`config.mk`:
```
export PLATFORM = sky130hd
export DESIGN_NAME = regfile_wb_queue
export DESIGN_NICKNAME = d
export VERILOG_FILES = /design/src/rtl/regfile_wb_queue.sv
export SDC_FILE = /design/constraint.sdc
export NUM_CORES = 1
export LEC_CHECK = 0
export BUFFER_PORTS_ARGS = -buffer_cell sky130_fd_sc_hd__buf_4
export CAP_MARGIN = 20
export CELL_PAD_IN_SITES_DETAIL_PLACEMENT = 1
export CELL_PAD_IN_SITES_GLOBAL_PLACEMENT = 2
export CORE_MARGIN = 1
export CORE_UTILIZATION = 49
export CTS_CLUSTER_SIZE = 24
export DETAILED_ROUTE_END_ITERATION = 12
export PLACE_DENSITY = 0.88
export RECOVER_POWER = 50
export REMOVE_ABC_BUFFERS = 1
export SYNTH_ARGS = -nofsm -noshare
export SYNTH_HDL_FRONTEND = slang
export SYNTH_SLANG_ARGS = --single-unit
```
`constraint.sdc`:
```
create_clock -name clock -period 9.5 [get_ports clock]
set_clock_uncertainty 0.15 [all_clocks]
set_input_delay 0.475 -clock clock [delete_from_list [all_inputs] [get_ports clock]]
set_output_delay 0.475 -clock clock [all_outputs]
set_load 0.005 [all_outputs]
```
`src/rtl/regfile_wb_queue.sv`:
```
// Write-back queue in front of the register file write port: buffers (addr, data)
// writes in FIFO order, drains one per cycle, and flags pending writes for hazard checks.
module regfile_wb_queue #(
  parameter int DATA_W = 64,
  parameter int ADDR_W = 5,
  parameter int DEPTH  = 4,
  parameter int CNT_W  = 3
) (
  input  logic              clock,
  input  logic              reset,
  input  logic              in_valid,
  output logic              in_ready,
  input  logic [ADDR_W-1:0] in_addr,
  input  logic [DATA_W-1:0] in_data,
  input  logic              wr_stall,
  output logic              wr_load,
  output logic [ADDR_W-1:0] wr_addr,
  output logic [DATA_W-1:0] wr_data,
  input  logic [ADDR_W-1:0] chk_addr,
  output logic              chk_pending,
  output logic [CNT_W-1:0]  count
);

  localparam int PTR_W = CNT_W - 1;

  logic [ADDR_W-1:0] addr_mem [DEPTH];
  logic [DATA_W-1:0] data_mem [DEPTH];
  logic [PTR_W-1:0]  head;
  logic [PTR_W-1:0]  tail;
  logic              push;
  logic              enq;
  logic              pop;

  // Handshake: a request transfers on a rising edge where in_valid && in_ready;
  // in_valid must not depend on in_ready, and in_ready never looks ahead at a pop.
  assign in_ready = (count < CNT_W'(DEPTH));
  assign push     = in_valid && in_ready;
  // Writes to register 0 complete the handshake but are dropped.
  assign enq      = push && (in_addr != '0);
  assign pop      = (count != '0) && !wr_stall;

  always_ff @(posedge clock) begin
    if (enq) begin
      addr_mem[tail] <= in_addr;
      data_mem[tail] <= in_data;
    end
  end

  always_ff @(posedge clock or posedge reset) begin
    if (reset) begin
      head    <= '0;
      tail    <= '0;
      count   <= '0;
      wr_load <= 1'b0;
      wr_addr <= '0;
      wr_data <= '0;
    end else begin
      if (enq) begin
        tail <= tail + 1'b1;
      end
      if (pop) begin
        head    <= head + 1'b1;
        wr_load <= 1'b1;
        wr_addr <= addr_mem[head];
        wr_data <= data_mem[head];
      end else begin
        wr_load <= 1'b0;
      end
      case ({enq, pop})
        2'b10:   count <= count + 1'b1;
        2'b01:   count <= count - 1'b1;
        default: count <= count;
      endcase
    end
  end

  // Scan only the live entries starting at head; the presented write also counts.
  always_comb begin
    chk_pending = 1'b0;
    for (int i = 0; i < DEPTH; i++) begin
      if ((CNT_W'(i) < count) && (addr_mem[head + PTR_W'(i)] == chk_addr)) begin
        chk_pending = 1'b1;
      end
    end
    if (wr_load && (wr_addr == chk_addr)) begin
      chk_pending = 1'b1;
    end
    if (chk_addr == '0) begin
      chk_pending = 1'b0;
    end
  end

endmodule

```
==> flow_metrics.py <==
metrics = {
    "floorplan": {
        "coreArea_um2": 27300,
        "die_w_um": 169,
        "dieArea_um2": 28700,
        "initial_core_util": 0.504,
        "die_y_um": 169,
        "rows": 60,
        "ios": 153,
    },
    "min_path": {
        "hold_class": "input pin to flop",
    },
    "clock_network": {
        "clk_pin_slew_ps": 60,
        "cts-root-buf": "clkbuf_16",
        "clkLatencyLatePin_ps": 510,
        "cts_tree": "yes",
        "numCtsBuffers": 37,
        "cts.sinks": 353,
        "postCtsSetupRepairBufs": 0,
        "cts_max_path_buffers": 3,
        "h-tree-depth": 2,
    },
    "timing": {
        "fin_tns_setup_ps": 0,
        "min_period_ps": 5440,
        "setup_viol": 0,
        "rsz0062_at_grt": "no",
        "worst_slew_pin_slew_ps": 3770,
        "max_freq_ghz": 0.184,
        "hold_viol": 0,
        "fin_crit_sh": 0.573,
        "relSlewSlack": -1.51,
        "slew_viol_final": 60,
    },
    "cells_and_area": {
        "layout_commonest_cell": "edfxtp_1",
        "drive_gt1_frac": 0.336,
        "fillers": 2339,
        "area_delta_synth_final_pct": 20.5,
        "insertedDiodeCount": 0,
        "final_cell_mix": "edfxtp_1 (276), clkbuf_1 (99), mux4_2 (82)",
        "final_area_um2": 16600,
        "fin_util": 0.607,
        "nets": 914,
    },
    "critical_path": {
        "r2r_slack_ps": 6480,
        "critPathCaptureType": "asynchronous set/reset pin",
        "slowest_stage": "clkbuf_1",
        "path_class": "input pin to asynchronous set/reset pin",
        "worst-path-buf-inv": 4,
        "startpoint_type": "input pin",
        "path_max_fanout": 59,
        "arrival_ps": 4500,
        "cpMostUsedCell": "clkbuf_1",
        "cp_top_family": "buffers and inverters",
        "worstPathCellList": "dlygate4sd3_1, clkbuf_1, clkinvlp_2, clkbuf_1",
        "slowest_delay_ps": 2690,
        "critPathRequiredTime_ps": 8560,
    },
    "global_routing": {
        "grt_pass1_vias": 7568,
        "antenna_found_initial": 1,
        "grt-ovfl-total": 0,
        "grtUsageTotal": 0.209,
        "grt_pass1_wl_um": 44500,
        "grt_max_degree": 70,
    },
    "pwr": {
        "p_sw_frac": 0.278,
        "combPwrFrac": 0.268,
        "p_sw_w": 0.00141,
        "p_per_area_nw_per_um2": 307,
        "leakage_nw": 5.69,
        "seqPwrFrac": 0.446,
        "p_clk_frac": 0.286,
        "p_int_w": 0.00366,
        "irDropWorstVdd_v": 0.000186,
    },
    "detailed_routing": {
        "firstDrtPassIters": 4,
        "drt-total-wl_um": 29000,
        "drc_errors": 0,
        "drtIter0Drc": 424,
        "ant_nets": 0,
        "vias": 6779,
        "viasPerCell": 5.52,
        "wl_per_cell_um": 23.6,
    },
    "logic_synthesis": {
        "yosys-mux-area-fraction": 0.197,
        "synthTopCellsByArea": "edfxtp_1 (60%), dfrtp_1 (14%), mux4_2 (13%), mux2_2 (5.7%), xnor2_1 (1.3%)",
        "syn_inst": 625,
        "postSynthAreaPerCell_um2": 22.0,
        "yosys.area_share.simple": 0.00765,
        "synth_compound_area_frac": 0.00665,
        "yosys_warnings": 0,
        "synth-xor-area-share": 0.0185,
        "ys_ff_latch": 353,
        "synth_fa_ha_area_frac": 0.00820,
        "synth_cell_types": 29,
        "synth_top_area_frac": 0.603,
        "synth_area_um2": 13700,
        "seq_area_frac_synth": 0.744,
        "yosys.area.top_type": "edfxtp_1",
        "synth_top_family_by_area": "multiplexers",
    },
    "placed_design": {
        "gp_congestion": 0.806,
        "numPortBuffers": 152,
        "dpl_cell_area_um2": 15200,
        "post-dp-hpwl_um": 16200,
    },
    "status": {
        "outcome": "complete, but fails checks",
        "violations": "max-capacitance violations, max-slew violations",
    },
    "run": {
        "drv_cap": 1,
    },
}
## power groups by stage
stage	clock [W]	sequential, W	combinational [W]
2_1_floorplan	0	0.00230	0.000877
3_3_place_gp	0	0.00227	0.00135
3_5_place_dp	0	0.00230	0.00140
4_1_cts	0.00148	0.00228	0.00142
5_1_grt	0.00153	0.00231	0.00148
6_report	0.00145	0.00226	0.00136
## cell type report
type	count	area, um2	area share
Clock buffer	55	1120	0.0674
Clock inverter	13	133	0.00801
Inverter	9	35.0	0.00212
Multi-Input combinational cell	231	3290	0.199
Sequential cell	353	10200	0.618
Tap cell	372	465	0.0281
Timing Repair Buffer	195	1290	0.0779
## sequential cells by signal (all words and copies together) (netlist names)
| register | count |
|---|---|
| addr_mem | 20 |
| count | 3 |
| data_mem | 256 |
| head | 2 |
| tail | 2 |
| wr_addr | 5 |
| wr_data | 64 |
| wr_load | 1 |
## timing repair
item | 4_1_cts | 5_1_grt
endpoints found under the hold margin | 143 | 0
resized for setup | 0 | 0
hold buffers | 35 | 0
setup endpoints to repair | 0 | 0
## synth_stat cells (all sizes together)
library cell and number:
inv 9, nand4 3, mux2i 7, mux4 82
a221oi 1, a22oi 1, mux2 70, ha 9
edfxtp 276, o311a 1, clkbuf 5, nor2 5
and2 4, nor3 1, or4 1, dfrtp 77
a211oi 2, xor2 8, or3 1, o21ai 3
nor4 2, buf 27, a21oi 4, nand2 3
xnor2 21, o221ai 1, a31oi 1
## stage by stage
stage               power (W)  std cells  setup WS [ps]  hold slack (ps)
global route          0.00531       1228           3070             72.2
floorplan             0.00318        593           4010              356
finish                0.00508       1228           4060             77.0
CTS                   0.00517       1224           5730            0.132
detailed placement    0.00370       1121           6290              310
global placement      0.00363       1121           6310              297
## worst paths after layout
kind | from | to | cells after the start
worst max-delay path | reset | head[0] | 4
worst min-delay path | in_data[4] | data_mem[2][4] | 1
worst max register to register | head[0] | wr_data[43] | 3
worst min register to register | wr_data[52] | wr_data[52] | 1
max in group clock | head[0] | chk_pending | 7
min in group asynchronous | reset | wr_data[23] | 3
## routing by layer
metal | wire, um | track usage
met1 | 12100 | 0.273
met2 | 14700 | 0.358
met3 | 1710 | 0.0462
met4 | 494 | 0.0509
met5 | 11 | 0
## cells by family (layout without fill, tap and decap cells)
group	after synthesis	count (layout)
multiplexers	159	159
buffers and inverters	41	272
XOR/XNOR	29	29
AND/OR/NAND/NOR	20	20
AO/OA/AOI/OAI	14	14
adder cells (fa/ha/maj)	9	9
flip-flops	353	353
No activity file was read; power rests on OpenSTA's default activity.
